<file path="config.mk">
export PLATFORM = sky130hd
export DESIGN_NAME = flag_branch_unit
export DESIGN_NICKNAME = d
export VERILOG_FILES = /design/src/rtl/flag_branch_unit.sv
export SDC_FILE = /design/constraint.sdc
export NUM_CORES = 1
export LEC_CHECK = 0
export ABC_AREA = 1
export CORE_AREA = 4 4 41 43
export CTS_CLUSTER_DIAMETER = 50
export DETAILED_ROUTE_END_ITERATION = 7
export DIE_AREA = 0 0 45 47
export GPL_TIMING_DRIVEN = 0
export PLACE_DENSITY = 0.73
export SYNTH_ARGS = -nofsm -noshare
export SYNTH_HDL_FRONTEND = slang
export SYNTH_SLANG_ARGS = --single-unit
export TNS_END_PERCENT = 10
</file>
<file path="constraint.sdc">
create_clock -name clk -period 1.15 [get_ports clk]
set_clock_uncertainty 0.15 [all_clocks]
set_input_delay 0.23 -clock clk [delete_from_list [all_inputs] [get_ports clk]]
set_output_delay 0.23 -clock clk [all_outputs]
set_load 0.02 [all_outputs]
</file>
<file path="src/rtl/flag_branch_unit.sv">
`default_nettype none
// ============================================================================
//  Module      : flag_branch_unit
//  Description : Architectural {Z,V,N} flag register fed by the ALU, plus a
//                fixed-latency branch-condition resolver with valid/ready
//                request handshake, flush, and a sticky HLT freeze.
//  Revision    : 1.0 - initial release
// ============================================================================
module flag_branch_unit (
    input  logic       clk,
    input  logic       rst,
    input  logic       ex_valid,
    input  logic [3:0] ex_op,
    input  logic [2:0] alu_flags,
    input  logic       br_valid,
    input  logic [2:0] br_ccc,
    input  logic       flush,
    output logic       br_ready,
    output logic [2:0] flags_q,
    output logic       br_resolved,
    output logic       br_taken,
    output logic       halted
);

    // ALU opcodes that matter to the flag register
    localparam logic [3:0] c_OP_ADD = 4'b0000;
    localparam logic [3:0] c_OP_SUB = 4'b0001;
    localparam logic [3:0] c_OP_XOR = 4'b0010;
    localparam logic [3:0] c_OP_SLL = 4'b0100;
    localparam logic [3:0] c_OP_SRA = 4'b0101;
    localparam logic [3:0] c_OP_ROR = 4'b0110;
    localparam logic [3:0] c_OP_HLT = 4'b1111;

    // Branch condition codes
    localparam logic [2:0] c_CC_NEQ = 3'b000;
    localparam logic [2:0] c_CC_EQ  = 3'b001;
    localparam logic [2:0] c_CC_GT  = 3'b010;
    localparam logic [2:0] c_CC_LT  = 3'b011;
    localparam logic [2:0] c_CC_GTE = 3'b100;
    localparam logic [2:0] c_CC_LTE = 3'b101;
    localparam logic [2:0] c_CC_OV  = 3'b110;

    typedef enum logic [1:0] {
        S_IDLE = 2'd0,
        S_EVAL = 2'd1,
        S_DONE = 2'd2
    } state_t;

    state_t     r_state;
    state_t     w_state_nxt;
    logic [2:0] r_flags;
    logic [2:0] r_ccc;
    logic       r_br_resolved;
    logic       r_br_taken;
    logic       r_halted;
    logic       w_accept;
    logic       w_cond;
    logic       w_z;
    logic       w_v;
    logic       w_n;

    assign flags_q     = r_flags;
    assign br_resolved = r_br_resolved;
    assign br_taken    = r_br_taken;
    assign halted      = r_halted;

    assign w_z = r_flags[2];
    assign w_v = r_flags[1];
    assign w_n = r_flags[0];

    // Handshake: ready in IDLE/DONE only; flush beats acceptance
    always_comb begin
        br_ready = ((r_state == S_IDLE) || (r_state == S_DONE)) && !r_halted && !rst;
        w_accept = br_valid && br_ready && !flush;
    end

    // Next-state logic for the resolver
    always_comb begin
        w_state_nxt = r_state;
        case (r_state)
            S_IDLE:  w_state_nxt = w_accept ? S_EVAL : S_IDLE;
            S_EVAL:  w_state_nxt = flush ? S_IDLE : S_DONE;
            S_DONE:  w_state_nxt = w_accept ? S_EVAL : S_IDLE;
            default: w_state_nxt = S_IDLE;
        endcase
    end

    // Condition evaluation of the captured code against the current flags
    always_comb begin
        w_cond = 1'b1;
        case (r_ccc)
            c_CC_NEQ: w_cond = !w_z;
            c_CC_EQ:  w_cond = w_z;
            c_CC_GT:  w_cond = !w_z && !w_n;
            c_CC_LT:  w_cond = w_n;
            c_CC_GTE: w_cond = w_z || !w_n;
            c_CC_LTE: w_cond = w_z || w_n;
            c_CC_OV:  w_cond = w_v;
            default:  w_cond = 1'b1;
        endcase
    end

    // Resolver state, captured condition code and registered outcome
    always_ff @(posedge clk) begin
        if (rst) begin
            r_state       <= S_IDLE;
            r_ccc         <= 3'b000;
            r_br_resolved <= 1'b0;
            r_br_taken    <= 1'b0;
        end else begin
            r_state <= w_state_nxt;
            if (w_accept) begin
                r_ccc <= br_ccc;
            end
            r_br_resolved <= (r_state == S_EVAL) && !flush;
            if ((r_state == S_EVAL) && !flush) begin
                r_br_taken <= w_cond;
            end
        end
    end

    // Flag register: full update for ADD/SUB, Z-only for logic/shift ops
    always_ff @(posedge clk) begin
        if (rst) begin
            r_flags <= 3'b000;
        end else if (ex_valid && !r_halted) begin
            case (ex_op)
                c_OP_ADD, c_OP_SUB: r_flags <= alu_flags;
                c_OP_XOR, c_OP_SLL, c_OP_SRA, c_OP_ROR: r_flags[2] <= alu_flags[2];
                default: r_flags <= r_flags;
            endcase
        end
    end

    // Sticky halt, cleared only by reset
    always_ff @(posedge clk) begin
        if (rst) begin
            r_halted <= 1'b0;
        end else if (ex_valid && (ex_op == c_OP_HLT)) begin
            r_halted <= 1'b1;
        end
    end

endmodule
`default_nettype wire

</file>
-- Word-level counts from Yosys, hierarchy flattened
Cells that the tools add are included.
- flip-flop bits (word level): 11
- input port bits: 15
- logic and storage cells: 49
- equality and inequality tests: 14
- mux-type cells: 4
- reductions and logical operators: 24
- operators with widths (kind ; count):
    4-bit by 3-bit == test with 1-bit output (second input constant) ; 3
    3-bit == test (second input constant) ; 3
    1-bit logical AND ; 8
    1-bit case mux with 7 select lines ; 1
    3-bit by 2-bit == test with 1-bit output (second input constant) ; 2
    6-bit OR reduction ; 1
    1-bit logical NOT ; 5
    4-bit by 1-bit == test with 1-bit output (second input constant) ; 1
    4-bit by 2-bit == test with 1-bit output (second input constant) ; 1
    4-bit == test (second input constant) ; 1
    4-bit logical NOT ; 1
    2-bit case mux with 2 select lines ; 1
    2-bit AND reduction ; 2
    2-bit OR reduction ; 2
    3-bit by 1-bit == test with 1-bit output (second input constant) ; 1
    3-bit logical NOT ; 1
    1-bit logical OR ; 3
    2-bit by 1-bit == test with 1-bit output (second input constant) ; 1
    2-bit == test (second input constant) ; 1
    2-bit logical NOT ; 1
    2-bit 2-to-1 mux ; 1
    1-bit 2-to-1 mux ; 1

-- Logic depth before layout (Yosys ltp)
Gate-level depths: netlist (run 1).
- word-level depth: 8
- mapped depth: 8

-- Least setup slack after synthesis (run 1)
Ideal clock, no wire load.
- path type: flip-flop to flip-flop
- from: reg r_halted (netlist: halted)
- to: reg r_ccc[0]
- period minus slack after synthesis: 1323 ps
- setup slack: -173 ps
- setup time: 70 ps
- data arrival time: 1103 ps
- cell stages (with the launch flop): 6
- buffers on the path: 0
- path through: dfxtp_1 -> nor3_4 -> nand3_2 -> clkinv_2 -> nand2_1 -> a21oi_1
- cells in the longest elaborated chain, start to end: 5
- RTL lines (element ; line ; text):
    start: declaration ; 55 ; logic r_halted;
    start signal: assignment ; 138 ; r_halted <= 1'b0;
    start signal: assignment ; 140 ; r_halted <= 1'b1;
    1-bit logical NOT ; 73 ; br_ready = ((r_state == S_IDLE) || (r_state == S_DONE)) && !r_halted && !rst;
    1-bit logical AND (2 in series) ; 73 ;
    via br_ready ; 18 ; output logic br_ready,
    1-bit logical AND (2 in series) ; 74 ; w_accept = br_valid && br_ready && !flush;
    end signal: assignment ; 113 ; r_ccc <= br_ccc;
    end: declaration ; 52 ; logic [2:0] r_ccc;
The timed path passes the listed nets, and every way through them passes these cells.
A chain may end at the register's enable or synchronous reset.

-- Worst setup path after layout (run 1)
- from: reg r_state[0]
- to: out br_ready
- cells in the longest elaborated chain, start to end: 4
- RTL lines (element ; line ; text):
    start: declaration ; 49 ; state_t r_state;
    start signal: assignment ; 111 ; r_state <= w_state_nxt;
    2-bit == test / 2-bit logical NOT (equally long branches) ; 73 ;
    1-bit logical OR (*) ; 73 ;
    1-bit logical AND (*) (2 in series) ; 73 ;
    end: declaration ; 18 ;
Every way passes the cells marked *; elsewhere a longest branch is shown, timed or not.

==> metrics.md, run 1 <==
| Metric | Value |
|---|---|
| Failing checks | negative setup slack |
| Worst vdd ir | 0.982 mV |
| Avg Inst Size Synth | 6.98 um2 |
| Initial antenna violation count | 0 |
| Worst skew pair latency | 0.27 ns |
| Final period util | 1.15 |
| Vias | 475 |
| Max Fanout on Critical Path | 2 |
| Die height | 47 um |
| Startpoint type of the worst setup path | register |
| Final GP Congestion | 0.778 |
| Cell Area, Synth | 468 um2 |
| Flop2flop setup slack | 0.01 ns |
| Via/cell ratio | 4.48 |
| Tot Pwr | 0.000822 W |
| CP Capture Type | output port |
| ANT nets after route | 0 |
| Worst-Margin Slew | 0.177 ns |
| Area of the multi-input gates | 231 um2 |
| Arrival time worst endpoint | 0.94 ns |
| Relative slew margins | 0.882 |
| Peak Freq | 759 MHz |
| Area Overhead vs Synth | 59.1% |
| Pleak | 0.309 nW |
| Gr ovfl total | 0 |
| H-tree depth | 1 |
| Crit path cell chain | nor3_4, buf_6 |
| Die area | 2120 um2 |
| Number of DRC markers in iteration 0 | 5 |
| Max clock buf depth | 2 |
| WL/cell | 10.3 um |
| Largest stage delay, worst path | 0.33 ns |
| Worst hold path class | input pin to register |
| Yosys cell types | 14 |
| RSZ-0062 raised after global routing | true |
| Tmin final | 1.32 ns |
| Worst endpoint required time | 0.77 ns |
| Synthesized flop and latch total | 10 |
| Synth Instances | 67 |
| YS warnings | 0 |
| Post-synthesis net count | 82 |
| Clk pin slew, worst setup/hold paths | 0.07 ns |
| Status | complete, but fails checks |
| Maxcap violations | 0 |
| # clock sinks | 10 |
| Final setup fails | 3 |
| Register area share after synthesis | 0.428 |
| Hold Path Stages | 2 |
| Initial DRT Pass Iterations | 4 |
| Top delay family on crit path | flip-flops |
| Final nets | 107 |
| R2r worst-path depth | 5 |
| Remaining DRCs | 0 |
| CTS tree | yes |
| GRT Total Usage | 0.125 |
| WP buf/inv | 1 |
| Register area | 214 um2 |
| CP Class | register to output port |
| Pre-CTS setup slack | -0.414 ns |
| Num rows | 13 |
| Vias in the first global route | 446 |
| Num CTS Buffers | 3 |
| Largest net degree at the start of global routing | 11 |
| Detail Placement HPWL | 852 um |
| Io pins | 22 |
| Clock Tree Root | clkbuf_4 |
| Slowest cell on the critical path | dfxtp_2 |
| Die width | 45 um |
| Core ar. | 1300 um2 |
| Levels on crit path | 2 |
| Setup ws final | -0.167 ns |
| Final Max Slew Viols | 0 |
| Pwr Density | 1100 nW/um2 |
| First-pass GRT wire length | 1840 um |
| Port bufs | 20 |
| Layout cells sized above 1 | 0.275 |
| Routed WL | 1090 um |
| Diode count | 0 |
| Post-CTS Setup Bufs | 0 |
| Final Util | 0.572 |
| FILL cells | 131 |
| Hold Fails Final Rpt | 0 |
| Starting Density | 0.360 |
[cell families (layout without fill, tap and decap cells)]
group,Yosys count,in the layout,synth area share
AO/OA/AOI/OAI,8,8,0.0962
buffers and inverters,10,34,0.0989
flip-flops,10,10,0.428
AND/OR/NAND/NOR,39,39,0.377
[final timing paths]
check                  end  startpoint
setup / recovery  br_ready  r_state[0]
hold / removal      halted         rst
setup reg to reg  r_ccc[2]  r_state[0]
hold reg to reg   br_taken    br_taken
[flip-flops by register name, indices dropped and copies added (netlist names)]
name,count
halted,1
flags_q,3
r_ccc,3
r_state,2
br_taken,1
[synthesized netlist by cell type, drive strengths merged]
library cell / count / share of area
inv: 8 / 0.064
nand3b: 1 / 0.016
nor2: 13 / 0.10
buf: 1 / 0.024
nand3: 4 / 0.053
clkinv: 1 / 0.011
nand2: 18 / 0.14
a21oi: 6 / 0.064
nor3: 2 / 0.045
nand4: 1 / 0.013
dfxtp: 10 / 0.43
a211oi: 2 / 0.032
[final cells by class]
cell class	count	share of cell area
Multi-Input combinational cell	47	0.311
Tap cell	15	0.0252
Inverter	9	0.0471
Sequential cell	10	0.287
Buffer	1	0.0151
Clock buffer	4	0.0487
Timing Repair Buffer	20	0.266
[power by group]
group / leakage (nW) / switching (W) / internal (W)
logic: 0.203 / 0.0000591 / 0.0000776
registers: 0.0850 / 0.0000106 / 0.000356
clock network: 0.0210 / 0.000126 / 0.000192
total: 0.309 / 0.000196 / 0.000626
[per-stage QoR]
step	std cells	hold WS, ns	instance area [um2]	TNS, ns
final	106	0.0173	744	-0.176
after global routing	106	0.0182	744	-0.709
after CTS	106	0.00700	721	-0.206
after detailed placement	102	0.303	688	-3.42
after global placement	102	0.303	688	-3.17
after floorplan	67	0.221	469	-0.243
[repair_timing]
item / CTS / global route
gates resized for setup: 41 / 9
setup endpoints to repair: 9 / 14
pin swaps: 0 / 2
hold buffers: 0 / 0
[placed cells by master, fill, tap and decap left out]
cell	count
nor2_2	2
dfxtp_2	5
nor2_1	11
dfxtp_4	2
clkinv_2	1
nor3_4	1
a211oi_1	2
nand4_1	1
dfxtp_1	3
clkdlybuf4s50_1	13
nand2_1	18
clkbuf_8	1
clkbuf_4	3
nor3_1	1
buf_4	3
a21oi_1	6
nand3_1	2
nand3_2	2
nand3b_1	1
inv_1	8
buf_6	5
[worst reg2reg max path, delay by kind of cell, from the launching register on]
kind,cells,cell delay (ns)
simple gates,3,0.38
buf+inv,1,0.09
compound gates,1,0.11
flops,1,0.33
[layer usage]
layer,track usage,wire length [um],up-vias
met3,0.0460,96,4
met1,0.134,461,197
met4,0.0702,20,0
li1,-,-,260
met2,0.212,515,14
met5,0,0,-
Power figures use the tool's default switching activity.
==> run 2: changes to the inputs <==
Settings changed: ABC_CLOCK_PERIOD_IN_PS from default to 1150, CORE_AREA 4 4 41 43 to 2 2 39 41, DIE_AREA 0 0 45 47 to 0 0 41 43, GPL_TIMING_DRIVEN 0 to default.
==> run 2 against run 1 <==
Critical path depth unchanged. Worst setup slack better by 0.030 ns. Combinational power up 8%. Utilization fell by 2.3 points. Fmax increased by 2.3%. Register-to-register slack lost 0.06 ns. The run still ends with negative setup slack left. Flip-flop and latch count is the same. First-iteration DRC count fell by 20%. Wire length down 2.7%. Clock-buffer cell count down 1. Sequential share of layout area decreased by 1.4 points.
==> metrics.md, run 2 (synthesized netlist as in run 1, its figures left out) <==
| Metric | Value |
|---|---|
| Worst-Margin Slew | 0.177 ns |
| Vias | 496 |
| Die width | 41 um |
| Maxcap violations | 0 |
| Via/cell ratio | 4.43 |
| Final period util | 1.12 |
| Met2 WL | 479 um |
| Worst endpoint required time | 0.77 ns |
| Met3 wire length | 72 um |
| Die height | 43 um |
| Failing checks | negative setup slack |
| Final Max Slew Viols | 0 |
| H-tree depth | 1 |
| Max clock buf depth | 2 |
| Met1 Wirelength | 479 um |
| Post-CTS Setup Bufs | 0 |
| Diode count | 0 |
| Top layer reached by signal wires | met4 |
| Num rows | 14 |
| Core ar. | 1380 um2 |
| Number of DRC markers in iteration 0 | 4 |
| Detail Placement HPWL | 805 um |
| WL/cell | 9.50 um |
| ANT nets after route | 0 |
| Initial antenna violation count | 0 |
| Die area | 1760 um2 |
| Worst hold path class | register to register |
| Worst vdd ir | 0.429 mV |
| Gr ovfl total | 0 |
| CTS tree | yes |
| CTS Hold Bufs | 0 |
| # clock sinks | 10 |
| Peak Freq | 777 MHz |
| Clock Tree Root | clkbuf_4 |
| Worst skew pair latency | 0.26 ns |
| Area Overhead vs Synth | 62.3% |
| Starting Density | 0.338 |
| Final GP Congestion | 0.695 |
| Final setup fails | 7 |
| TNS Setup | -0.265 ns |
| Relative slew margins | 0.881 |
| Io pins | 22 |
| Vias in the first global route | 440 |
| Routed WL | 1060 um |
| FILL cells | 143 |
| Status | complete, but fails checks |
| Most common cell after layout, fill and taps aside | nand2_1 |
| Final nets | 113 |
| Pwr Density | 990 nW/um2 |
| Arrival time worst endpoint | 0.91 ns |
| Placed cell area | 733 um2 |
| CP Capture Type | output port |
| Leading cell types in the layout, fill and taps excluded | nand2_1 (18), clkdlybuf4s50_1 (13), nor2_1 (12), buf_4 (11), inv_1 (7) |
| Layout cells sized above 1 | 0.292 |
| Num CTS Buffers | 3 |
| Tmin final | 1.29 ns |
| CP Class | register to output port |
| Pleak | 0.327 nW |
| Startpoint type of the worst setup path | register |
| Initial DRT Pass Iterations | 2 |
| GRT Total Usage | 0.144 |
| Finished Layout Cells | 112 |
| Largest net degree at the start of global routing | 10 |
| RSZ-0062 raised after global routing | true |
| Clk pin slew, worst setup/hold paths | 0.07 ns |
| Max Fanout on Critical Path | 2 |
| Remaining DRCs | 0 |
| Hold Fails Final Rpt | 0 |
| Placed instance count | 109 |
| First-pass GRT wire length | 1700 um |
| Port bufs | 21 |
| Design area | 759 um2 |
| Setup ws final | -0.138 ns |
run 2: changes by cell type in the layout (fill, tap and decap cells not counted), moves of 2 or more:
cell / before / now
buf_4: 3 / 11
buf_6: 5 / 1
dfxtp_4: 2 / 0
nand3_2: 2 / 0
run 2: routing by layer:
metal | up-vias | GRT usage
li1 | 270 | -
met1 | 202 | 0.176
met2 | 19 | 0.213
met3 | 5 | 0.0314
met4 | 0 | 0.100
met5 | - | 0
run 2: final cells by class:
cell class	instances	area [um2]	share of cell area
multi-input combinational	47	236	0.311
clock buffer	3	22.5	0.0297
inverter	9	35.0	0.0461
tap	16	20.0	0.0264
timing repair buffer	27	238	0.313
sequential	10	208	0.273
run 2: worst max-delay path: stages (launching register included):
cell	delay (ns)
dfxtp_2	0.33
nor3_4	0.18
buf_6	0.14
run 2: path summary, 6_finish.rpt:
| kind | start | slack [ns] | end | cells after the start |
|---|---|---|---|---|
| worst max-delay path | r_state[0] | -0.14 | br_ready | 2 |
| worst max register to register | r_state[0] | -0.05 | r_ccc[1] | 6 |
| worst min register to register | br_taken | 0.32 | br_taken | 2 |
| worst min-delay path | br_taken | 0.32 | br_taken | 2 |
run 2: metrics by stage:
stage	hold WS, ns	utilization	total power, W	setup slack [ns]
floorplan	0.221	-	0.000437	-0.0811
global placement	0.310	0.530	0.000520	-0.739
detailed placement	0.312	0.530	0.000522	-0.744
CTS	0.325	0.533	0.000752	-0.176
global route	0.338	0.549	0.000788	-0.168
finish	0.319	0.549	0.000752	-0.138
run 2: timing repair:
action / in CTS / in global routing
endpoints found under the setup margin: 15 / 13
hold endpoints to repair: 0 / 0
resized for setup: 35 / 10
pin swaps: 1 / 2
run 2: report_power, final:
group / switching (W) / leakage (nW) / internal, W / total (W)
Combinational: 0.0000639 / 0.229 / 0.0000845 / 0.000148
Clock: 0.000114 / 0.0138 / 0.000121 / 0.000235
Sequential: 0.00000900 / 0.0840 / 0.000360 / 0.000369
Total: 0.000187 / 0.327 / 0.000565 / 0.000752
